`src/rtl/fifo_pkg.sv`:
```
// Shared constants and pointer arithmetic for the multi-reader output FIFO.
package fifo_pkg;

    localparam int unsigned MaxReaders     = 8;
    localparam int unsigned DefDataWidth   = 32;
    localparam int unsigned DefBufferWidth = 4;

    // Modular difference a - b over ptr_w-bit wrap-tagged pointers; yields the entry count.
    function automatic int unsigned ptr_diff(input int unsigned a, input int unsigned b,
                                             input int unsigned ptr_w);
        int unsigned mask;
        mask = (32'd1 << ptr_w) - 32'd1;
        return (a - b) & mask;
    endfunction

endpackage

```
`src/rtl/fifo_rd_port.sv`:
```
// One independent reader: read pointer, count, empty, sticky underflow and slot-ready mask.
module fifo_rd_port
    import fifo_pkg::*;
#(
    parameter int unsigned BufferWidth = DefBufferWidth
) (
    input  logic                        clk,
    input  logic                        aclr,
    input  logic                        clk_en,
    input  logic                        pop,
    input  logic [BufferWidth:0]        wr_ptr,
    output logic [BufferWidth-1:0]      rd_addr,
    output logic [BufferWidth:0]        count,
    output logic                        empty,
    output logic                        underflow,
    output logic [2**BufferWidth-1:0]   ready
);

    localparam int unsigned PtrW  = BufferWidth + 1;
    localparam int unsigned Depth = 2 ** BufferWidth;

    logic [BufferWidth:0]   rd_ptr;
    logic [BufferWidth-1:0] offset;
    logic                   pop_ok;

    assign count   = PtrW'(ptr_diff(32'(wr_ptr), 32'(rd_ptr), PtrW));
    assign empty   = (count == '0);
    assign rd_addr = rd_ptr[BufferWidth-1:0];
    // Empty is judged from pre-edge state, so a same-cycle push cannot rescue a pop.
    assign pop_ok  = clk_en & pop & ~empty;

    // Read pointer advance and sticky underflow.
    always_ff @(posedge clk or negedge aclr) begin
        if (!aclr) begin
            rd_ptr    <= '0;
            underflow <= 1'b0;
        end else if (clk_en) begin
            if (pop_ok) begin
                rd_ptr <= rd_ptr + 1'b1;
            end
            if (pop && empty) begin
                underflow <= 1'b1;
            end
        end
    end

    // Slot i is unread when its distance past the read address is below the count.
    always_comb begin
        ready  = '0;
        offset = '0;
        for (int i = 0; i < Depth; i++) begin
            offset   = BufferWidth'(i) - rd_addr;
            ready[i] = ({1'b0, offset} < count);
        end
    end

endmodule

```
`src/rtl/out_fifo_mr.sv`:
```
// Single-writer, multi-reader FIFO with show-ahead reads; a slot frees once all readers pass it.
module out_fifo_mr
    import fifo_pkg::*;
#(
    parameter int unsigned DataWidth   = DefDataWidth,
    parameter int unsigned BufferWidth = DefBufferWidth,
    parameter int unsigned NumReaders  = 2,
    parameter int unsigned AFullLevel  = (2 ** BufferWidth) - 2
) (
    input  logic                                clk,
    input  logic                                aclr,
    input  logic                                clk_en,
    input  logic                                push,
    input  logic [DataWidth-1:0]                data_in,
    input  logic [NumReaders-1:0]               pop,
    output logic [NumReaders*DataWidth-1:0]     data_out,
    output logic                                full,
    output logic                                almost_full,
    output logic [NumReaders-1:0]               empty,
    output logic [NumReaders*(2**BufferWidth)-1:0] ready,
    output logic                                overflow,
    output logic [NumReaders-1:0]               underflow
);

    localparam int unsigned Depth = 2 ** BufferWidth;
    localparam int unsigned PtrW  = BufferWidth + 1;

    logic [DataWidth-1:0]   mem [Depth];
    logic [BufferWidth:0]   wr_ptr;
    logic [BufferWidth:0]   count   [NumReaders];
    logic [BufferWidth-1:0] rd_addr [NumReaders];
    logic [BufferWidth:0]   occupancy;
    logic                   push_ok;

    // Writer occupancy is set by the slowest reader.
    always_comb begin
        occupancy = '0;
        for (int r = 0; r < NumReaders; r++) begin
            if (count[r] > occupancy) begin
                occupancy = count[r];
            end
        end
    end

    assign full        = (occupancy == PtrW'(Depth));
    assign almost_full = (32'(occupancy) >= AFullLevel);
    assign push_ok     = clk_en & push & ~full;

    // Write pointer advance and sticky overflow.
    always_ff @(posedge clk or negedge aclr) begin
        if (!aclr) begin
            wr_ptr   <= '0;
            overflow <= 1'b0;
        end else if (clk_en) begin
            if (push_ok) begin
                wr_ptr <= wr_ptr + 1'b1;
            end
            if (push && full) begin
                overflow <= 1'b1;
            end
        end
    end

    // Storage write port; contents are intentionally not reset.
    always_ff @(posedge clk) begin
        if (push_ok) begin
            mem[wr_ptr[BufferWidth-1:0]] <= data_in;
        end
    end

    for (genvar r = 0; r < NumReaders; r++) begin : g_rd
        fifo_rd_port #(
            .BufferWidth (BufferWidth)
        ) u_port (
            .clk       (clk),
            .aclr      (aclr),
            .clk_en    (clk_en),
            .pop       (pop[r]),
            .wr_ptr    (wr_ptr),
            .rd_addr   (rd_addr[r]),
            .count     (count[r]),
            .empty     (empty[r]),
            .underflow (underflow[r]),
            .ready     (ready[r*Depth +: Depth])
        );

        assign data_out[r*DataWidth +: DataWidth] = mem[rd_addr[r]];
    end

endmodule

```
`config.mk`:
```
export PLATFORM = sky130hd
export DESIGN_NAME = out_fifo_mr
export DESIGN_NICKNAME = d
export VERILOG_FILES = /design/src/rtl/fifo_pkg.sv /design/src/rtl/fifo_rd_port.sv /design/src/rtl/out_fifo_mr.sv
export SDC_FILE = /design/constraint.sdc
export NUM_CORES = 1
export LEC_CHECK = 0
export ABC_CLOCK_PERIOD_IN_PS = 10200
export CAP_MARGIN = 0
export CORE_MARGIN = 4
export CORE_UTILIZATION = 55
export DETAILED_ROUTE_END_ITERATION = 8
export DONT_BUFFER_PORTS = 1
export MAX_ROUTING_LAYER = met4
export PLACE_DENSITY = 0.8
export SLEW_MARGIN = 20
export SYNTH_ARGS = -nofsm -noshare
export SYNTH_HDL_FRONTEND = slang
export SYNTH_SLANG_ARGS = --single-unit
```
`constraint.sdc`:
```
create_clock -name clk -period 10.2 [get_ports clk]
set_input_delay 1.02 -clock clk [delete_from_list [all_inputs] [get_ports clk]]
set_output_delay 1.02 -clock clk [all_outputs]
set_load 0.02 [all_outputs]
```
==> results of run 1 <==
==> worst min path at each step <==
stage                                           endpoint  slack, ns  cells past startpoint
CTS                 g_rd[0].u_port.rd_ptr[4]$_DFFE_PN0P_       0.09                      0
floorplan           g_rd[0].u_port.underflow$_DFFE_PN0P_       0.44                      1
global placement    g_rd[0].u_port.rd_ptr[4]$_DFFE_PN0P_       0.49                      1
finish                              overflow$_DFFE_PN0P_       0.12                      0
global route                       wr_ptr[4]$_DFFE_PN0P_       0.10                      0
detailed placement  g_rd[0].u_port.rd_ptr[4]$_DFFE_PN0P_       0.48                      1
==> Yosys cell counts (all sizes together) (2+ instances only) <==
cell,count,area (sq um)
a211oi,3,32.5
nand3b,3,22.5
xor2,10,95.1
nand3,5,25.0
dfrtp,18,450
inv,50,188
nor4bb,3,30.0
and4,2,22.5
nor3b,2,15.0
o21ai,16,80.1
ha,93,1160
mux4,320,7210
nor2,7,42.5
nand2,33,124
xnor2,28,260
buf,52,260
a31oi,2,33.8
and3,11,68.8
edfxtp,512,15400
fa,2,40.0
mux2i,2,45.0
a21oi,15,93.9
a21o,41,308
o21bai,2,15.0
a31o,3,26.3
clkbuf,31,116
nor2b,10,62.6
nor4b,3,45.0
==> worst register-to-register path: stages (launching register included) <==
cell and delay, ns:
dfrtp_4 0.40, buf_6 0.61, inv_1 0.36, fa_1 0.59
a21o_1 0.21, a21oi_1 0.23, xnor2_2 0.34, ha_1 0.46
nand4_1 0.13, o22ai_1 0.26, nor2_1 0.13, mux2i_4 0.25
a21oi_4 0.34, and3_2 0.98
==> stage by stage <==
stage	instance area [sq um]	worst slack, ns	hold WS (ns)
global placement	27000	4.37	0.488
CTS	28600	3.64	0.0946
finish	28600	4.01	0.119
detailed placement	27000	4.19	0.483
global route	28600	3.67	0.105
floorplan	26300	2.24	0.443
==> cells by family (layout without fill, tap and decap cells) <==
family,after synthesis,after routing,synth area share
AND/OR/NAND/NOR,83,83,0.0184
flip-flops,530,530,0.601
buffers and inverters,133,173,0.0214
adder cells (fa/ha/maj),95,95,0.0457
AO/OA/AOI/OAI,87,87,0.0245
XOR/XNOR,38,38,0.0135
multiplexers,323,323,0.276
==> sequential cells by signal (all words and copies together) (netlist names) <==
signal / count
wr_ptr: 5
mem: 512
overflow: 1
g_rd.u_port.rd_ptr: 10
g_rd.u_port.underflow: 2
==> layer usage <==
metal,GRT usage,vias to the layer above,routed length (um)
li1,-,5496,-
met1,0.332,7149,22900
met2,0.400,663,30800
met3,0.0570,102,5780
met4,0.0638,0,1520
met5,-,-,0
==> cell type report <==
class | instances | area share
multi-input combinational | 626 | 0.351
sequential | 530 | 0.553
clock buffer | 66 | 0.0487
tap | 607 | 0.0265
timing repair buffer | 25 | 0.00668
inverter | 50 | 0.00655
clock inverter | 32 | 0.00730
==> cells in the final DEF (no fill, tap or decap), types with 10 or more instances in the layout <==
master and count:
mux4_2 320, clkinv_1 12, dfrtp_1 12, o21ai_0 16
inv_1 47, nor2b_1 10, a21o_1 41, nand2_1 33
edfxtp_1 512, buf_4 24, ha_1 93, a21oi_1 12
clkbuf_16 53, clkinv_2 14, clkbuf_1 11, xnor2_1 25
==> flow_metrics.env, run 1 <==
export IMPL_htree_levels=2
export IMPL_synthArstFlopShare=0.0340
export IMPL_yosysWarnings=0
export IMPL_status="finished clean"
export IMPL_num_antenna_cells=0
export IMPL_crit_cells=12
export IMPL_final_util=0.610
export IMPL_grt_max_degree=76
export IMPL_hold_viol_final=0
export IMPL_dr_pass1_iters=5
export IMPL_synth_seq_area_share=0.601
export IMPL_ioPinCount=141
export IMPL_syn_num_nets=1422
export IMPL_endpoint_kind="output port"
export IMPL_postCtsSetupBuffers=0
export IMPL_grt_pass1_vias=14140
export IMPL_path_cells="buf_6, inv_1, fa_1, a21o_1, a21oi_1, xnor2_2, ha_1, nand4_1, o22ai_1, o22a_4, mux2i_4, and2_4"
export IMPL_area_growth_pct=8.73
export IMPL_r2r_end="mem[2][22]$_DFFE_PP_"
export IMPL_seqCellArea_sq_um=15800
export IMPL_synth_edf_count=512
export IMPL_worstHoldPathType="input pin to asynchronous set/reset pin"
export IMPL_maxSlewHeadroom=0.260
export IMPL_totalWireLength_mm=60.9
export IMPL_worstReg2RegStart="g_rd[0].u_port.rd_ptr[1]$_DFFE_PN0P_"
export IMPL_timing_fmax_ghz=0.162
export IMPL_post_route_period_util=0.607
export IMPL_syn_inst=1289
export IMPL_avgSynthCellArea_sq_um=20.4
export IMPL_drive_above_1_share=0.350
export IMPL_crit_slowest_cell="buf_6"
export IMPL_critical_path_startpoint="g_rd[0].u_port.rd_ptr[1]$_DFFE_PN0P_"
export IMPL_num_vias=13410
export IMPL_cts_root_buf="clkbuf_16"
export IMPL_grt_first_pass_wirelength_mm=91.9
export IMPL_multi_input_area_sq_um=10100
export IMPL_hold_buffers=0
export IMPL_arrival_ns=5.17
export IMPL_overflow=0
export IMPL_gp_congestion=0.828
export IMPL_port_buffers=0
export IMPL_dpl_cell_count=1838
export IMPL_crit_type="flip-flop to output port"
export IMPL_period_minus_slack_ns=6.19
export IMPL_rows=79
export IMPL_cts_sinks=530
export IMPL_hpwl_mm=35.1
export IMPL_cts_buffers=53
export IMPL_cp_required_ns=9.18
export IMPL_worst_slew_pin_slew_ns=1.11
export IMPL_r2r_slack_ns=4.50
export IMPL_crit_family="adder cells"
export IMPL_clk_latency_ns=0.61
export IMPL_drc=0
export IMPL_r2r_cells=13
export IMPL_antenna_found_initial=0
export IMPL_synth_seq_cells=530
export IMPL_setup_viol=0
export IMPL_finClkSkew_ns=0.0328
export IMPL_routedWlPerCell_um=31.5
export IMPL_track_usage=0.250
export IMPL_crit_path_max_fanout=75
export IMPL_cts_tree="yes"
export IMPL_dieArea_sq_um=51500
export IMPL_drtIter0Drc=1224
export IMPL_slew_viol_final=0
export IMPL_synth_distinct_cells=50
export IMPL_start_kind="flip-flop"
export IMPL_nFillCells=3108
export IMPL_ys_flop_type="edfxtp_1"
export IMPL_die_h_um=227
export IMPL_drtAntennaViolNets=0
export IMPL_fin_cells=1936
export IMPL_cp_endpoint="full"
export IMPL_drv_cap=0
export IMPL_path_buf_inv=2
export IMPL_syn_cell_area_sq_um=26300
export IMPL_finalSetupTns_ns=0
export IMPL_cts_buffer_depth=3
export IMPL_design_core_area_sq_um=47000
export IMPL_ctsResizeCount=0
export IMPL_vias_per_cell=6.93
export IMPL_fin_nets=1419
export IMPL_clk_pin_slew_ns=0.06
export IMPL_rsz0062_at_grt="false"
export IMPL_start_util=0.561
export IMPL_crit_path_max_incr_delay_ns=0.61
export IMPL_dieWidth_um=227
Power of run 1 is left out: the tool's default activity adds up to more than one toggle a clock period on the data nets, which glitch-free logic cannot reach.
==> run 2, diff against run 1 <==
--- a/config.mk
+++ b/config.mk
@@ -5,14 +5,14 @@
 export SDC_FILE = /design/constraint.sdc
 export NUM_CORES = 1
 export LEC_CHECK = 0
-export ABC_CLOCK_PERIOD_IN_PS = 10200
+export ABC_CLOCK_PERIOD_IN_PS = 5600
 export CAP_MARGIN = 0
 export CORE_MARGIN = 4
 export CORE_UTILIZATION = 55
 export DETAILED_ROUTE_END_ITERATION = 8
 export DONT_BUFFER_PORTS = 1
 export MAX_ROUTING_LAYER = met4
-export PLACE_DENSITY = 0.8
+export PLACE_DENSITY = 0.83
 export SLEW_MARGIN = 20
 export SYNTH_ARGS = -nofsm -noshare
 export SYNTH_HDL_FRONTEND = slang
==> constraint.sdc (replaced) <==
create_clock -name clk -period 5.6 [get_ports clk]
set_input_delay 0.56 -clock clk [delete_from_list [all_inputs] [get_ports clk]]
set_output_delay 0.56 -clock clk [all_outputs]
set_load 0.02 [all_outputs]
==> run 2 against run 1 <==
Net effect: critical path depth rose by 2; register-to-register slack got worse by 4.0 ns; non-clock buffer count rose by 10; die area did not move; worst hold slack got worse by 0.054 ns; first-iteration DRC count rose by 58%; cell count rose by 0.36%; wire length rose by 4.2%.
==> flow_metrics.env, run 2 (synthesis gave the netlist of run 1 again) <==
export IMPL_status="finished clean"
export IMPL_overflow=0
export IMPL_seqCellArea_sq_um=15800
export IMPL_cts_root_buf="clkbuf_16"
export IMPL_start_util=0.561
export IMPL_clk_pin_slew_ns=0.06
export IMPL_nFillCells=3122
export IMPL_period_minus_slack_ns=5.21
export IMPL_drc=0
export IMPL_maxSlewHeadroom=0.269
export IMPL_crit_type="flip-flop to output port"
export IMPL_worst_slew_pin_slew_ns=1.10
export IMPL_rsz0062_at_grt="false"
export IMPL_endpoint_kind="output port"
export IMPL_dieArea_sq_um=51500
export IMPL_multi_input_area_sq_um=10100
export IMPL_grt_pass1_vias=14404
export IMPL_hold_buffers=1
export IMPL_largest_register_ffs=512
export IMPL_slew_viol_final=0
export IMPL_clk_latency_ns=0.59
export IMPL_arrival_ns=4.65
export IMPL_cts_buffers=52
export IMPL_hpwl_mm=36.7
export IMPL_totalWireLength_mm=63.5
export IMPL_grt_max_degree=134
export IMPL_dr_pass1_iters=5
export IMPL_timing_fmax_ghz=0.192
export IMPL_layout_common_cells="edfxtp_1 (512), mux4_2 (320), ha_1 (93)"
export IMPL_antenna_found_initial=0
export IMPL_drtAntennaViolNets=0
export IMPL_design_core_area_sq_um=47000
export IMPL_ioPinCount=141
export IMPL_cts_buffer_depth=3
export IMPL_drv_cap=0
export IMPL_port_buffers=0
export IMPL_cts_tree="yes"
export IMPL_setup_viol=0
export IMPL_post_route_period_util=0.931
export IMPL_cp_required_ns=5.04
export IMPL_finalSetupTns_ns=0
export IMPL_drive_above_1_share=0.352
export IMPL_grt_first_pass_wirelength_mm=95.0
export IMPL_hold_viol_final=0
export IMPL_worstHoldPathType="input pin to flip-flop"
export IMPL_finClkSkew_ns=0.0136
export IMPL_ctsResizeCount=0
export IMPL_postCtsSetupBuffers=0
export IMPL_drtIter0Drc=1933
export IMPL_cts_sinks=530
export IMPL_num_antenna_cells=0
export IMPL_dieWidth_um=227
export IMPL_fin_nets=1428
export IMPL_start_kind="flip-flop"
export IMPL_area_growth_pct=9.87
export IMPL_rows=79
export IMPL_track_usage=0.259
export IMPL_vias_per_cell=7.10
export IMPL_die_h_um=227
export IMPL_gp_congestion=0.825
export IMPL_crit_path_max_fanout=19
export IMPL_final_common_cell="edfxtp_1"
export IMPL_num_vias=13787
export IMPL_htree_levels=2
export IMPL_routedWlPerCell_um=32.7
==> run 2: cell types whose count changed in the layout (fill, tap and decap cells not counted), moves of 3 or more <==
cell,previous run,this run
buf_12,0,10
bufinv_16,1,6
clkinv_1,12,15
clkinv_2,14,8
==> run 2: cell type report <==
cell class | count | area share
clock inverters | 33 | 0.0109
inverters | 50 | 0.00648
repair buffers | 35 | 0.0143
multi-input cells | 626 | 0.348
flip-flops and latches | 530 | 0.547
clock buffers | 62 | 0.0470
well taps | 607 | 0.0262
==> run 2: stage by stage <==
stage | instances | hold WS, ns | setup WS, ns | cell area (sq um) | utilization
2_1_floorplan | 1289 | 0.264 | 0.0861 | 26400 | -
3_3_place_gp | 1846 | 0.265 | 0.691 | 27200 | 0.580
3_5_place_dp | 1846 | 0.265 | 0.557 | 27200 | 0.580
4_1_cts | 1942 | 0.0472 | 0.348 | 28900 | 0.616
5_1_grt | 1943 | 0.0511 | 0.0765 | 28900 | 0.616
6_report | 1943 | 0.0655 | 0.386 | 28900 | 0.616
==> run 2: worst max-delay path, cell delays in order, from the launching register on <==
cell	delay, ns
dfrtp_1	0.44
inv_1	0.26
ha_1	0.24
inv_1	0.07
fa_1	0.42
a21o_1	0.22
a21oi_2	0.18
xnor2_2	0.34
inv_1	0.14
ha_1	0.35
nand4_1	0.14
o22ai_1	0.25
o22a_4	0.22
mux2i_4	0.37
and2_4	0.42
==> run 2: path summary, 6_finish.rpt <==
kind	slack, ns	startpoint	cells past startpoint	end
hold reg to reg	0.49	g_rd[1].u_port.rd_ptr[4]$_DFFE_PN0P_	1	g_rd[1].u_port.rd_ptr[4]$_DFFE_PN0P_
setup reg to reg	0.49	wr_ptr[0]$_DFFE_PN0P_	16	mem[0][26]$_DFFE_PP_
min in group asynchronous	0.56	aclr	1	g_rd[1].u_port.underflow$_DFFE_PN0P_
max in group asynchronous	4.37	aclr	1	g_rd[0].u_port.rd_ptr[0]$_DFFE_PN0P_
hold / removal	0.07	data_in[23]	0	mem[12][23]$_DFFE_PP_
setup / recovery	0.39	wr_ptr[0]$_DFFE_PN0P_	14	full
==> run 2: layer usage <==
metal	vias up	track usage	routed length, um
met1	7314	0.340	23000
met5	-	-	0
met2	838	0.415	32300
met3	115	0.0668	6710
met4	0	0.0644	1430
li1	5520	-	-
Power of run 2 is left out for the same reason.
==> run 3, diff against run 2 <==
--- a/config.mk
+++ b/config.mk
@@ -5,15 +5,14 @@
 export SDC_FILE = /design/constraint.sdc
 export NUM_CORES = 1
 export LEC_CHECK = 0
-export ABC_CLOCK_PERIOD_IN_PS = 5600
+export ABC_CLOCK_PERIOD_IN_PS = 6600
 export CAP_MARGIN = 0
 export CORE_MARGIN = 4
 export CORE_UTILIZATION = 55
 export DETAILED_ROUTE_END_ITERATION = 8
 export DONT_BUFFER_PORTS = 1
 export MAX_ROUTING_LAYER = met4
-export PLACE_DENSITY = 0.83
-export SLEW_MARGIN = 20
+export PLACE_DENSITY = 0.71
 export SYNTH_ARGS = -nofsm -noshare
 export SYNTH_HDL_FRONTEND = slang
 export SYNTH_SLANG_ARGS = --single-unit
==> constraint.sdc (replaced) <==
create_clock -name clk -period 6.6 [get_ports clk]
set_input_delay 0.66 -clock clk [delete_from_list [all_inputs] [get_ports clk]]
set_output_delay 0.66 -clock clk [all_outputs]
set_load 0.02 [all_outputs]
==> run 3 against run 2 <==
Net effect: highest routed layer unchanged; die area did not move; via count fell by 2.3%; cell count grew 0.77%; register-to-register slack better by 0.76 ns; sequential cell count stayed put; clock skew rose by 0.0053 ns.
==> flow_metrics.env, run 3 (synthesis gave the netlist of run 1 again) <==
export IMPL_dieArea_sq_um=51500
export IMPL_cts_buffers=56
export IMPL_fin_cells=1958
export IMPL_dpl_cell_count=1853
export IMPL_arrival_ns=4.88
export IMPL_dr_pass1_iters=5
export IMPL_seqCellArea_sq_um=15800
export IMPL_r2r_cells=13
export IMPL_track_usage=0.253
export IMPL_drtAntennaViolNets=0
export IMPL_die_h_um=227
export IMPL_hold_viol_final=0
export IMPL_worstReg2RegStart="g_rd[0].u_port.rd_ptr[1]$_DFFE_PN0P_"
export IMPL_drv_cap=0
export IMPL_clk_pin_slew_ns=0.06
export IMPL_routedWlPerCell_um=31.5
export IMPL_hold_buffers=1
export IMPL_grt_first_pass_wirelength_mm=92.1
export IMPL_rows=79
export IMPL_worst_slew_pin_slew_ns=1.13
export IMPL_r2r_end="mem[3][9]$_DFFE_PP_"
export IMPL_htree_levels=2
export IMPL_cts_buffer_depth=3
export IMPL_layout_common_cells="edfxtp_1 (512), mux4_2 (320), ha_1 (93)"
export IMPL_totalWireLength_mm=61.7
export IMPL_dieWidth_um=227
export IMPL_period_minus_slack_ns=5.54
export IMPL_start_kind="flip-flop"
export IMPL_cts_sinks=530
export IMPL_num_vias=13470
export IMPL_finClkSkew_ns=0.0189
export IMPL_post_route_period_util=0.840
export IMPL_final_common_cell="edfxtp_1"
export IMPL_hold_path_depth=0
export IMPL_area_growth_pct=9.62
export IMPL_cts_tree="yes"
export IMPL_crit_type="flip-flop to output port"
export IMPL_postCtsSetupBuffers=0
export IMPL_ctsResizeCount=0
export IMPL_cts_root_buf="clkbuf_16"
export IMPL_maxSlewHeadroom=0.244
export IMPL_grt_pass1_vias=13766
export IMPL_r2r_slack_ns=1.25
export IMPL_drtIter0Drc=1654
export IMPL_gp_congestion=0.782
export IMPL_design_core_area_sq_um=47000
export IMPL_rsz0062_at_grt="false"
export IMPL_drc=0
export IMPL_final_area_sq_um=28900
export IMPL_layout_setup_ws_ns=1.06
export IMPL_timing_fmax_ghz=0.180
export IMPL_status="finished clean"
export IMPL_grt_max_degree=72
export IMPL_worstHoldPathType="input pin to flip-flop"
export IMPL_fin_nets=1438
export IMPL_place_ws_ns=1.25
export IMPL_port_buffers=0
export IMPL_clk_latency_ns=0.60
export IMPL_slew_viol_final=0
export IMPL_overflow=0
export IMPL_hold_path_end="mem[4][30]$_DFFE_PP_"
export IMPL_hpwl_mm=37.1
export IMPL_placed_area_sq_um=27200
export IMPL_ioPinCount=141
export IMPL_drive_above_1_share=0.356
export IMPL_vias_per_cell=6.88
export IMPL_holdCritStartpoint="data_in[30]"
export IMPL_start_util=0.561
export IMPL_setup_viol=0
export IMPL_endpoint_kind="output port"
export IMPL_multi_input_area_sq_um=10100
export IMPL_largest_register_ffs=512
export IMPL_nFillCells=3194
export IMPL_cp_required_ns=5.94
export IMPL_crit_path_max_fanout=38
export IMPL_critical_path_startpoint="g_rd[0].u_port.rd_ptr[1]$_DFFE_PN0P_"
export IMPL_antenna_found_initial=1
-- run 3: changes by cell type in the layout (fill, tap and decap cells not counted), moves of 2 or more --
cell        previous run  this run
buf_4                 22        40
buf_12                10         0
clkbuf_16             53        57
clkbuf_1               9        16
clkinvlp_4             0         2
clkinv_2               8        12
bufinv_16              6         3
clkinv_1              15        11
-- run 3: area by class of cell --
type                    count  share of cell area
repair buffers             41              0.0107
flip-flops and latches    530               0.549
diodes                      1           0.0000867
clock buffers              73              0.0515
well taps                 607              0.0263
multi-input cells         626               0.349
inverters                  50             0.00650
clock inverters            30             0.00776
-- run 3: worst max path at each step --
| stage | cells past startpoint | end | slack [ns] |
|---|---|---|---|
| after detailed placement | 14 | mem[3][15]$_DFFE_PP_ | 1.25 |
| after floorplan | 17 | mem[12][0]$_DFFE_PP_ | -0.14 |
| final | 11 | full | 1.06 |
| after global routing | 12 | full | 0.65 |
| after global placement | 14 | mem[2][6]$_DFFE_PP_ | 1.33 |
| after CTS | 12 | full | 0.96 |
-- run 3: through the flow --
stage / hold WS [ns] / utilization / setup TNS, ns
2_1_floorplan: 0.364 / - / -15.42
3_3_place_gp: 0.366 / 0.578 / 0
3_5_place_dp: 0.365 / 0.578 / 0
4_1_cts: 0.118 / 0.615 / 0
5_1_grt: 0.128 / 0.615 / 0
6_report: 0.154 / 0.615 / 0
-- run 3: worst max-delay path: stages (launching register included) --
cell and delay (ns):
dfrtp_4 0.80, inv_1 0.31, fa_1 0.57, a21o_1 0.21, a21oi_1 0.23, xnor2_2 0.33
ha_1 0.45, nand4_1 0.14, o22ai_1 0.25, o22a_4 0.21, mux2i_4 0.36, and2_4 0.40
-- run 3: layer usage --
metal / up-vias / global-route usage / wire length [um]
li1: 5532 / - / -
met1: 7176 / 0.358 / 24600
met2: 688 / 0.386 / 30000
met3: 74 / 0.0579 / 6030
met4: 0 / 0.0568 / 1180
met5: - / - / 0
Power of run 3 is left out for the same reason.
